[src/rtl/facto_pkg.sv]
// Shared definitions for the FactoCore host sequencer: register offsets and FSM states.
// FactoCore itself decodes the same offsets relative to its base address.
package facto_pkg;

    localparam logic [15:0] OFS_OPSTART  = 16'h0000;
    localparam logic [15:0] OFS_OPCLEAR  = 16'h0008;
    localparam logic [15:0] OFS_OPDONE   = 16'h0010;
    localparam logic [15:0] OFS_INTREN   = 16'h0018;
    localparam logic [15:0] OFS_OPERAND  = 16'h0020;
    localparam logic [15:0] OFS_RESULT_H = 16'h0028;
    localparam logic [15:0] OFS_RESULT_L = 16'h0030;

    typedef enum logic [3:0] {
        ST_IDLE,
        ST_W_CLR,
        ST_W_IEN,
        ST_W_OPND,
        ST_W_START,
        ST_WAIT_INT,
        ST_RD_H,
        ST_RD_L,
        ST_W_CLR2,
        ST_RSP
    } seq_state_e;

endpackage

[src/rtl/bus_master_if.sv]
// Single-access bus engine: a go pulse launches a 1-cycle write or a 2-cycle read.
// o_done marks the last cycle of an access; on a read, o_rdata is valid in that cycle.
module bus_master_if (
    input  logic        clk,
    input  logic        reset_n,
    input  logic        i_go,
    input  logic        i_wr,
    input  logic [15:0] i_addr,
    input  logic [63:0] i_wdata,
    output logic        o_done,
    output logic [63:0] o_rdata,
    output logic        o_m_sel,
    output logic        o_m_wr,
    output logic [15:0] o_m_addr,
    output logic [63:0] o_m_dout,
    input  logic [63:0] i_m_din
);

    logic        r_sel;
    logic        r_wr;
    logic [15:0] r_addr;
    logic [63:0] r_dout;
    logic        r_phase;

    // A read holds the address for a second cycle; anything else returns the bus to all-zero.
    always_ff @(posedge clk or negedge reset_n) begin
        if (!reset_n) begin
            r_sel   <= 1'b0;
            r_wr    <= 1'b0;
            r_addr  <= '0;
            r_dout  <= '0;
            r_phase <= 1'b0;
        end else if (i_go) begin
            r_sel   <= 1'b1;
            r_wr    <= i_wr;
            r_addr  <= i_addr;
            r_dout  <= i_wr ? i_wdata : 64'd0;
            r_phase <= 1'b0;
        end else if (r_sel && !r_wr && !r_phase) begin
            r_phase <= 1'b1;
        end else begin
            r_sel   <= 1'b0;
            r_wr    <= 1'b0;
            r_addr  <= '0;
            r_dout  <= '0;
            r_phase <= 1'b0;
        end
    end

    assign o_done   = r_sel && (r_wr || r_phase);
    assign o_rdata  = i_m_din;
    assign o_m_sel  = r_sel;
    assign o_m_wr   = r_wr;
    assign o_m_addr = r_addr;
    assign o_m_dout = r_dout;

endmodule

[src/rtl/facto_host_seq.sv]
// Bus-master sequencer that runs one FactoCore factorial job per request and returns
// the 128-bit result (or a timeout error) on a valid/ready response port.
module facto_host_seq
    import facto_pkg::*;
#(
    parameter logic [15:0] BASE_ADDR = 16'h7000,
    parameter int          TIMEOUT   = 4096,
    parameter int          CNT_W     = 13
) (
    input  logic         clk,
    input  logic         reset_n,
    input  logic         req_valid,
    output logic         req_ready,
    input  logic [63:0]  req_operand,
    output logic         rsp_valid,
    input  logic         rsp_ready,
    output logic [127:0] rsp_result,
    output logic         rsp_err,
    output logic         busy,
    output logic         m_sel,
    output logic         m_wr,
    output logic [15:0]  m_addr,
    output logic [63:0]  m_dout,
    input  logic [63:0]  m_din,
    input  logic         interrupt
);

    localparam logic [CNT_W-1:0] LAST_CNT = CNT_W'(TIMEOUT - 1);

    seq_state_e       r_state;
    seq_state_e       w_next;
    logic [63:0]      r_operand;
    logic [CNT_W-1:0] r_cnt;
    logic [63:0]      r_res_h;
    logic [63:0]      r_res_l;
    logic             r_err;
    logic             r_req_ready;
    logic             r_busy;
    logic             r_rsp_valid;

    logic             w_go;
    logic             w_wr;
    logic [15:0]      w_addr;
    logic [63:0]      w_wdata;
    logic             w_done;
    logic [63:0]      w_rdata;
    logic             w_accept;
    logic             w_cnt_clr;
    logic             w_cnt_inc;
    logic             w_timeout;
    logic             w_cap_h;
    logic             w_cap_l;

    bus_master_if u_bus (
        .clk      (clk),
        .reset_n  (reset_n),
        .i_go     (w_go),
        .i_wr     (w_wr),
        .i_addr   (w_addr),
        .i_wdata  (w_wdata),
        .o_done   (w_done),
        .o_rdata  (w_rdata),
        .o_m_sel  (m_sel),
        .o_m_wr   (m_wr),
        .o_m_addr (m_addr),
        .o_m_dout (m_dout),
        .i_m_din  (m_din)
    );

    // Accesses are launched on the transition into a state so that each bus cycle
    // lines up with the state that owns it.
    always_comb begin
        w_next    = r_state;
        w_go      = 1'b0;
        w_wr      = 1'b0;
        w_addr    = '0;
        w_wdata   = '0;
        w_accept  = 1'b0;
        w_cnt_clr = 1'b0;
        w_cnt_inc = 1'b0;
        w_timeout = 1'b0;
        w_cap_h   = 1'b0;
        w_cap_l   = 1'b0;
        case (r_state)
            ST_IDLE: begin
                if (req_valid && r_req_ready) begin
                    w_accept = 1'b1;
                    w_next   = ST_W_CLR;
                    w_go     = 1'b1;
                    w_wr     = 1'b1;
                    w_addr   = BASE_ADDR + OFS_OPCLEAR;
                    w_wdata  = 64'd1;
                end
            end
            ST_W_CLR: begin
                w_next  = ST_W_IEN;
                w_go    = 1'b1;
                w_wr    = 1'b1;
                w_addr  = BASE_ADDR + OFS_INTREN;
                w_wdata = 64'd1;
            end
            ST_W_IEN: begin
                w_next  = ST_W_OPND;
                w_go    = 1'b1;
                w_wr    = 1'b1;
                w_addr  = BASE_ADDR + OFS_OPERAND;
                w_wdata = r_operand;
            end
            ST_W_OPND: begin
                w_next  = ST_W_START;
                w_go    = 1'b1;
                w_wr    = 1'b1;
                w_addr  = BASE_ADDR + OFS_OPSTART;
                w_wdata = 64'd1;
            end
            ST_W_START: begin
                w_next    = ST_WAIT_INT;
                w_cnt_clr = 1'b1;
            end
            ST_WAIT_INT: begin
                if (interrupt) begin
                    w_next = ST_RD_H;
                    w_go   = 1'b1;
                    w_addr = BASE_ADDR + OFS_RESULT_H;
                end else if (r_cnt == LAST_CNT) begin
                    w_next    = ST_W_CLR2;
                    w_timeout = 1'b1;
                    w_go      = 1'b1;
                    w_wr      = 1'b1;
                    w_addr    = BASE_ADDR + OFS_OPCLEAR;
                    w_wdata   = 64'd1;
                end else begin
                    w_cnt_inc = 1'b1;
                end
            end
            ST_RD_H: begin
                if (w_done) begin
                    w_cap_h = 1'b1;
                    w_next  = ST_RD_L;
                    w_go    = 1'b1;
                    w_addr  = BASE_ADDR + OFS_RESULT_L;
                end
            end
            ST_RD_L: begin
                if (w_done) begin
                    w_cap_l = 1'b1;
                    w_next  = ST_W_CLR2;
                    w_go    = 1'b1;
                    w_wr    = 1'b1;
                    w_addr  = BASE_ADDR + OFS_OPCLEAR;
                    w_wdata = 64'd1;
                end
            end
            ST_W_CLR2: w_next = ST_RSP;
            ST_RSP: begin
                if (rsp_ready) w_next = ST_IDLE;
            end
            default: w_next = ST_IDLE;
        endcase
    end

    // Result registers are zeroed at job acceptance, so a timeout naturally reports zero.
    always_ff @(posedge clk or negedge reset_n) begin
        if (!reset_n) begin
            r_state     <= ST_IDLE;
            r_operand   <= '0;
            r_cnt       <= '0;
            r_res_h     <= '0;
            r_res_l     <= '0;
            r_err       <= 1'b0;
            r_req_ready <= 1'b0;
            r_busy      <= 1'b0;
            r_rsp_valid <= 1'b0;
        end else begin
            r_state     <= w_next;
            r_req_ready <= (w_next == ST_IDLE);
            r_busy      <= (w_next != ST_IDLE);
            r_rsp_valid <= (w_next == ST_RSP);
            if (w_accept) begin
                r_operand <= req_operand;
                r_res_h   <= '0;
                r_res_l   <= '0;
                r_err     <= 1'b0;
            end
            if (w_cnt_clr) begin
                r_cnt <= '0;
            end else if (w_cnt_inc) begin
                r_cnt <= r_cnt + CNT_W'(1);
            end
            if (w_timeout) r_err   <= 1'b1;
            if (w_cap_h)   r_res_h <= w_rdata;
            if (w_cap_l)   r_res_l <= w_rdata;
        end
    end

    assign req_ready  = r_req_ready;
    assign busy       = r_busy;
    assign rsp_valid  = r_rsp_valid;
    assign rsp_result = {r_res_h, r_res_l};
    assign rsp_err    = r_err;

endmodule

[config.mk]
export PLATFORM = sky130hd
export DESIGN_NAME = facto_host_seq
export DESIGN_NICKNAME = d
export VERILOG_FILES = /design/src/rtl/facto_pkg.sv /design/src/rtl/bus_master_if.sv /design/src/rtl/facto_host_seq.sv
export SDC_FILE = /design/constraint.sdc
export NUM_CORES = 1
export LEC_CHECK = 0
export CAP_MARGIN = 10
export CORE_MARGIN = 2
export CORE_UTILIZATION = 48
export CTS_BUF_LIST = sky130_fd_sc_hd__clkbuf_8
export DETAILED_ROUTE_END_ITERATION = 8
export PLACE_DENSITY = 0.83
export REMOVE_ABC_BUFFERS = 1
export SYNTH_ARGS = -nofsm -noshare
export SYNTH_HDL_FRONTEND = slang
export SYNTH_SLANG_ARGS = --single-unit
export TNS_END_PERCENT = 20
[constraint.sdc]
create_clock -name clk -period 3.1 [get_ports clk]
set_clock_uncertainty 0.15 [all_clocks]
set_input_delay 0.93 -clock clk [delete_from_list [all_inputs] [get_ports clk]]
set_output_delay 0.93 -clock clk [all_outputs]
set_load 0.03 [all_outputs]
# After elaboration in Yosys (flattened, before gate mapping)
# Cells that the tools add are included.
[totals]
output_inout_bits = 214
ff_bits = 296
elab_cells = 94
inputBits = 133
[classes]
n_addsub = 1
mux = 50
eq_ne = 12
reduce_logical = 17
[op_table]
columns = ["op", "count"]
rows = [
  ["64-bit 2-to-1 mux", 6],
  ["64-bit one-hot mux with 5 select lines", 1],
  ["15-bit one-hot mux with 7 select lines", 1],
  ["15-bit 2-to-1 mux", 5],
  ["4-bit one-hot mux with 10 select lines", 1],
  ["16-bit 2-to-1 mux", 2],
  ["13-bit 2-to-1 mux", 2],
  ["1-bit 2-to-1 mux", 24],
  ["4-bit 2-to-1 mux", 6],
  ["4-bit by 3-bit equality test with 1-bit output, second input constant", 4],
  ["13-bit by 1-bit adder with 13-bit output, second input constant", 1],
  ["13-bit by 12-bit equality test with 1-bit output, second input constant", 1],
  ["4-bit equality test, second input constant", 3],
  ["4-bit by 2-bit equality test with 1-bit output, second input constant", 2],
  ["4-bit zero test", 2],
  ["1-bit one-hot mux with 4 select lines", 2],
  ["2-bit nonzero test", 4],
  ["4-bit by 1-bit equality test with 1-bit output, second input constant", 1],
  ["1-bit logical AND", 4],
  ["4-bit nonzero test", 1],
  ["2-bit OR reduction", 2],
  ["3-bit OR reduction", 1],
  ["1-bit zero test", 2],
  ["2-bit by 1-bit != test with 1-bit output, second input constant", 1],
  ["1-bit logical OR", 1],
]

# Depth between registers and ports, before layout
# Gate-level depths: netlist of run 1.
[depth]
depth_word = 6
depth_mapped = 9
mapped_depth_nobuf = 6

# By module
# From an unflattened synthesis of run 1, not the netlist that was laid out.
[unflattened]
cells_unflattened = 1018
hier_area_um2 = 12001.5
[by_module_without_submodules]
columns = ["mod", "area_per_inst_um2", "n_inst", "cells_each", "seq_area_each_um2"]
rows = [
  ["facto_host_seq", 8470.6, 1, 769, 5330.1],
  ["bus_master_if", 3530.9, 1, 249, 2077.0],
]

# Worst setup path after synthesis of run 1
# Ideal clock, no wire load.
[synth_path]
path_type = "input port to flip-flop"
from = "input req_valid"
to = "register r_res_h[10]"
path_buffers = 2
arrival_ns = 2.229
path_slack_ns = 0.600
setup_time_ns = 0.121
stages = 6
required_time_ns = 2.829
path_cell_list = "nand2_1 or4b_1 o21a_1 clkbuf_1 clkbuf_1 a22o_1"
[synth_via]
elab_chain_len = 4
[synth_lines]
columns = ["element", "line_no", "text"]
rows = [
  ["start, declared", "facto_host_seq.sv:12", "input logic req_valid,"],
  ["1-bit logical AND", "facto_host_seq.sv:86", "if (req_valid && r_req_ready) begin"],
  ["1-bit 2-to-1 mux", "facto_host_seq.sv:86", ""],
  ["1-bit 2-to-1 mux", "facto_host_seq.sv:84", "case (r_state)"],
  ["2-bit nonzero test (no source line)", "n/a", ""],
  ["end signal, assigned", "facto_host_seq.sv:191", "if (w_cap_h) r_res_h <= w_rdata;"],
  ["end, declared", "facto_host_seq.sv:34", "logic [63:0] r_res_h;"],
]
# No other way between the ends.
# A chain may end at the register's enable or synchronous reset.

# Worst setup path in the final report of run 1
[layout_path]
from = "register u_bus.r_sel, in the netlist u_bus.o_m_sel"
to = "output m_sel"
[layout_lines]
columns = ["element", "line_no", "text"]
rows = [
  ["start, declared", "bus_master_if.sv:19", "logic r_sel;"],
  ["start signal, assigned", "bus_master_if.sv:28", "r_sel <= 1'b0;"],
  ["start signal, assigned", "bus_master_if.sv:34", "r_sel <= 1'b1;"],
  ["start signal, assigned", "bus_master_if.sv:42", "r_sel <= 1'b0;"],
  ["end, declared", "facto_host_seq.sv:20", "output logic m_sel,"],
]
# No word-level cell between the ends.

==> flow_metrics.tcl, run 1 <==
set metrics [dict create \
    place_area_um2 14400 \
    fp.dieH_um 153 \
    cp_max_fo 6 \
    crit_slowest_cell "clkdlybuf4s50_1" \
    seq_area_frac_synth_pct 66.9 \
    ctsRootBufferMaster "clkbuf_8" \
    post_cts_resize_count 0 \
    finalCritPeriodShare_pct 88.1 \
    cap_violations 0 \
    grt_pass1_wl_mm 48.2 \
    worstMarginPinSlew_ns 0.598 \
    antenna_found_initial 0 \
    synth_area_leader_cell "dfrtp_1" \
    critical_path.max_stage_delay_ns 0.70 \
    place_ws_ns 0.0775 \
    cp.arrival_ns 1.65 \
    required_ns 2.02 \
    wl_per_cell_um 19.9 \
    clock_latency_ns 0.53 \
    viasPerCell 5.51 \
    synth_area_um2 10600 \
    timing.rr.end "req_ready$_DFF_PN0_" \
    drc 0 \
    reg2reg_from "r_cnt[0]$_DFFE_PN0P_" \
    crit_buf_inv 1 \
    num_antenna_cells 0 \
    die_w_um 153 \
    num_vias 8393 \
    clock.fmax_mhz 366 \
    io_pins 347 \
    gp_congestion 0.864 \
    post_cts_buffers 0 \
    clockPowerShare_pct 19.9 \
    rr_worst_depth 6 \
    num_rows 54 \
    synth_top_area_share_pct 66.9 \
    path_cells "clkdlybuf4s50_1" \
    grt_use_total_pct 25.7 \
    fin_util_pct 70.6 \
    ant_nets 0 \
    hold_viol 0 \
    ys_ff_latch 284 \
    p_sw_mw 6.39 \
    core_area_um2 21800 \
    finalMaxSlewViolations 0 \
    nNetsFinal 1346 \
    cts-buffers-inserted 45 \
    htreeDepth 2 \
    hold_class "primary input to async pin" \
    cp-end-kind "output port" \
    first_pass_iters 5 \
    ys.warnings.count 0 \
    finalCriticalPeriod_ns 2.73 \
    cts_sinks 284 \
    synth_cell_types 52 \
    ir_worst_vdd_mv 0.630 \
    area_delta_synth_final_pct 44.5 \
    p_per_area_nw_per_um2 1070 \
    crit_type "register to output port" \
    syn_inst 868 \
    start_util_pct 48.8 \
    setup_viol 0 \
    finalNonFillerCells 1522 \
    post_synth.cell_area_avg_um2 12.2 \
    cts_tree "built" \
    synth_area_leaders "dfrtp_1, a22o_1, nand2_1" \
    setup_ws_ns 0.369 \
    cts_buffer_depth 3 \
    ys.flop_type "dfrtp_1" \
    placed_cells 1445 \
    critPathTopFamily "buffers and inverters" \
    drt_iter0_drc 453 \
    grt-ovfl-total 0 \
    fill_cells 1491 \
    clk_pin_slew_worst_paths_ns 0.06 \
    relSlewSlack_pct 60.0 \
    routed_wl_mm 30.2 \
    port_buffers 336 \
    r2r_setup_slack_ns 0.58 \
    share_seq_of_total_power_pct 37.2 \
    die_area_um2 23300 \
    dp_hpwl_mm 19.9 \
    async_reset_ff_share_pct 100 \
    first_global_vias 8552 \
    power_leakage_nw 7.33 \
    outcome "finished clean" \
    switching_share_pct 38.9 \
    final_common_cell "clkdlybuf4s50_1" \
    critPathLaunchType "register" \
    grt_max_degree 93 \
    cts_hold_buf 0 \
    rsz0062_at_grt "no" \
    internal_power_mw 10.0 \
    synth_edf_count 0 \
    pwr-share-comb_pct 42.9 \
    fin_area_um2 15300 \
    layout-drive-gt1-share_pct 8.45 \
    final_cell_mix "clkdlybuf4s50_1, dfrtp_1, nand2_1" \
]
[flip-flops by register name (all words and copies together) (netlist names), 4 cells and up]
name and count:
r_state 4, r_cnt 13, u_bus.o_m_dout 64, u_bus.o_m_addr 4
r_operand 64, r_res_h 64, r_res_l 64
[per-layer routing]
layer	up-vias	track usage, %	part of all wire, %
met2	401	40.1	47
met3	60	8.33	9.6
met4	0	8.25	2.9
met1	4184	34.5	40
li1	3748	-	-
met5	-	0	0
[stage by stage]
| step | setup TNS, ns | hold slack (ns) | power, mW |
|---|---|---|---|
| 3_3_place_gp | 0 | 0.307 | 13.0 |
| 5_1_grt | 0 | 0.142 | 17.2 |
| 4_1_cts | 0 | 0.134 | 16.5 |
| 6_report | 0 | 0.147 | 16.4 |
| 2_1_floorplan | -719.21 | 0.296 | 9.85 |
| 3_5_place_dp | 0 | 0.313 | 13.1 |
[power by group through the flow]
stage	Combinational (mW)	Clock [mW]	Sequential, mW
floorplan	2.01	0	7.85
CTS	7.10	3.34	6.08
global route	7.44	3.52	6.26
finish	7.04	3.27	6.10
global placement	6.90	0	6.06
detailed placement	7.04	0	6.10
[how the worst max path moves through the flow]
| stage | from | to | slack, ns | cells past startpoint |
|---|---|---|---|---|
| 2_1_floorplan | req_valid | r_res_l[0]$_DFFE_PN0P_ | -7.03 | 4 |
| 3_3_place_gp | req_valid | r_res_h[27]$_DFFE_PN0P_ | 0.09 | 6 |
| 3_5_place_dp | req_valid | r_res_h[4]$_DFFE_PN0P_ | 0.08 | 6 |
| 4_1_cts | u_bus.o_m_sel$_DFFE_PN0N_ | m_sel | 0.33 | 1 |
| 5_1_grt | u_bus.o_m_sel$_DFFE_PN0N_ | m_sel | 0.29 | 1 |
| 6_report | u_bus.o_m_sel$_DFFE_PN0N_ | m_sel | 0.37 | 1 |
[area by class of cell]
cell class	instances	area [um2]	area share, %
clock buffer	55	757	4.93
clock inverter	22	171	1.12
inverter	4	15.0	0.0978
multi-input combinational	515	3240	21.1
sequential	284	7110	46.3
tap	280	350	2.28
timing repair buffer	362	3710	24.2
[cells by family after synthesis]
family,synth area share [%]
xor+xnor,0.660
compound gates,17.6
simple gates,11.3
other cells,0.0353
fa+ha+maj,0.118
mux,0.0942
buf+inv,3.31
flops,66.9
[synthesized netlist by cell type (all sizes together), types with 2 or more instances]
cell    count
nor2       21
xnor2       4
a21o        2
nor3        6
nand3      12
a211o       2
inv         4
a211oi      2
nor3b       2
a21oi       6
dfrtp     284
xor2        4
buf        26
nand4       3
nor4b       4
or4         2
nor4        3
clkbuf     48
and3        2
a22o      191
nand2     209
o21ai       5
and2        3
o21a        3
Note: power is estimated with default switching activity, not from simulation.
==> run 2: changes to the inputs <==
--- a/config.mk
+++ b/config.mk
@@ -5,9 +5,11 @@
 export SDC_FILE = /design/constraint.sdc
 export NUM_CORES = 1
 export LEC_CHECK = 0
+export ABC_AREA = 1
 export CAP_MARGIN = 10
+export CORE_ASPECT_RATIO = 1.75
 export CORE_MARGIN = 2
-export CORE_UTILIZATION = 48
+export CORE_UTILIZATION = 49
 export CTS_BUF_LIST = sky130_fd_sc_hd__clkbuf_8
 export DETAILED_ROUTE_END_ITERATION = 8
 export PLACE_DENSITY = 0.83
==> run 2 against run 1 <==
Combinational power decreased by 1%. Highest routed layer unchanged. Wire length up 13%. First-iteration DRC count is 69% higher. Critical path depth stayed put. Hold slack lost 0.069 ns. Cell count rose by 26%. Fmax decreased by 1.8%. Count of clock-buffer cells in the layout down 5. Critical path type unchanged. Power down 3.8%. Largest power group unchanged. Setup slack worse by 0.050 ns. Non-clock buffer count fell by 8.
==> flow_metrics.tcl, run 2 <==
set metrics [dict create \
    synth_commonest_cells "nand2_1, dfrtp_1, inv_1" \
    p_per_area_nw_per_um2 991 \
    die_area_um2 25000 \
    switching_share_pct 42.1 \
    fp.dieH_um 208 \
    final_cell_mix "nand2_1, clkdlybuf4s50_1, dfrtp_1" \
    cp_max_fo 2 \
    cts_buffer_depth 3 \
    finalCriticalPeriod_ns 2.78 \
    critical_path.max_stage_delay_ns 0.78 \
    setup_ws_ns 0.319 \
    ant_nets 0 \
    clock.fmax_mhz 360 \
    final_common_cell "nand2_1" \
    ys.flop_type "dfrtp_1" \
    synth_cell_types 27 \
    critPathLaunchType "register" \
    gp_congestion 0.935 \
    post_synth.cell_area_avg_um2 9.11 \
    cts_sinks 284 \
    viasPerCell 5.29 \
    grt-ovfl-total 0 \
    area_delta_synth_final_pct 37.1 \
    ir_worst_vdd_mv 0.634 \
    cts_hold_buf 0 \
    io_pins 347 \
    synthMostInstantiatedCell "nand2_1" \
    ys_ff_latch 284 \
    finalCritPeriodShare_pct 89.7 \
    drt_iter0_drc 764 \
    async_reset_ff_share_pct 100 \
    cts-buffers-inserted 41 \
    cap_violations 0 \
    die_w_um 120 \
    outcome "finished clean" \
    wl_per_cell_um 17.7 \
    start_util_pct 49.8 \
    grt_use_total_pct 27.2 \
    cts_tree "built" \
    num_rows 74 \
    pwr-share-comb_pct 44.1 \
    crit_buf_inv 1 \
    critPathTopFamily "buffers and inverters" \
    clockPowerShare_pct 18.6 \
    worstMarginPinSlew_ns 0.562 \
    synth_edf_count 0 \
    place_ws_ns 0.463 \
    setup_viol 0 \
    drc 0 \
    antenna_found_initial 3 \
    clk_pin_slew_worst_paths_ns 0.07 \
    synth_area_um2 11600 \
    port_buffers 336 \
    synth_area_leader_cell "dfrtp_1" \
    core_area_um2 23300 \
    post_cts_buffers 0 \
    grt_max_degree 129 \
    placed_cells 1852 \
    first_pass_iters 5 \
    seq_area_frac_synth_pct 61.2 \
    hold_class "primary input to async pin" \
    grt_pass1_wl_mm 53.9 \
    fill_cells 1830 \
    first_global_vias 10300 \
    nNetsFinal 1725 \
    synth_top_area_share_pct 61.2 \
    p_sw_mw 6.65 \
    ctsRootBufferMaster "clkbuf_8" \
    cp.arrival_ns 1.70 \
    cp-end-kind "output port" \
    path_cells "clkdlybuf4s50_1" \
    ys.warnings.count 0 \
    power_leakage_nw 7.89 \
    required_ns 2.02 \
    finalNonFillerCells 1922 \
    routed_wl_mm 34.1 \
    clock_latency_ns 0.57 \
    hold_viol 0 \
    relSlewSlack_pct 62.5 \
    htreeDepth 2 \
    syn_inst 1275 \
    finalMaxSlewViolations 0 \
    crit_slowest_cell "clkdlybuf4s50_1" \
    rsz0062_at_grt "no" \
    share_seq_of_total_power_pct 37.3 \
    num_vias 10200 \
    internal_power_mw 9.14 \
    crit_type "register to output port" \
    synth_area_leaders "dfrtp_1, nand2_1, nand4_1" \
    dp_hpwl_mm 22.9 \
    layout-drive-gt1-share_pct 6.38 \
    post_cts_resize_count 0 \
]
==> run 2: final timing paths <==
path,end,start,slack [ns],depth (start not counted)
min reg2reg,u_bus.o_m_dout[18]$_DFFE_PN0N_,r_operand[18]$_DFFE_PN0P_,0.32,2
min in group clk,u_bus.o_m_dout[18]$_DFFE_PN0N_,r_operand[18]$_DFFE_PN0P_,0.32,2
max reg2reg,r_res_l[11]$_DFFE_PN0P_,r_state[0]$_DFF_PN0_,0.98,7
max in group asynchronous,r_res_l[48]$_DFFE_PN0P_,reset_n,1.94,2
max,m_addr[4],u_bus.o_m_addr[4]$_DFFE_PN0N_,0.32,1
min,r_operand[39]$_DFFE_PN0P_,reset_n,0.08,1
==> run 2: per-stage QoR <==
step,util [%],setup TNS (ns),instance area [um2],hold WS (ns),power [mW]
2_1_floorplan,-,-305.60,11100,0.299,9.60
3_3_place_gp,64.8,0,15100,0.306,12.7
3_5_place_dp,64.8,0,15100,0.310,12.9
4_1_cts,68.2,0,15900,0.0630,15.9
5_1_grt,68.3,0,15900,0.0813,16.6
6_report,68.3,0,15900,0.0783,15.8
==> run 2: layout make-up <==
| class | count | area (um2) | area share [%] |
|---|---|---|---|
| Antenna cell | 3 | 7.51 | 0.0471 |
| Clock buffer | 50 | 688 | 4.32 |
| Clock inverter | 17 | 106 | 0.668 |
| Inverter | 94 | 353 | 2.22 |
| Multi-Input combinational cell | 816 | 3670 | 23.0 |
| Sequential cell | 284 | 7110 | 44.6 |
| Tap cell | 304 | 380 | 2.39 |
| Timing Repair Buffer | 354 | 3620 | 22.7 |
==> run 2: routing by layer <==
layer / wire length [um] / up-vias / global-route usage [%]
li1: - / 4703 / -
met1: 11900 / 4888 / 31.0
met2: 17800 / 451 / 46.0
met3: 2160 / 132 / 5.52
met4: 2260 / 0 / 17.5
met5: 0 / - / 0
==> run 2: cell families after synthesis <==
group	share of synthesized area (%)
buffers and inverters	7.76
DFF	61.2
AOI/OAI and AO/OA	6.66
other	0.0323
xor gates and xnor gates	0.226
and+or+nand+nor	24.0
adders and majority gates	0.108
==> run 2: power groups by stage <==
stage | Clock [mW] | Sequential [mW] | Combinational [mW]
after global routing | 3.16 | 6.02 | 7.44
after CTS | 3.01 | 5.88 | 7.00
final | 2.94 | 5.89 | 6.96
after detailed placement | 0 | 5.92 | 6.95
after floorplan | 0 | 7.54 | 2.06
after global placement | 0 | 5.86 | 6.82
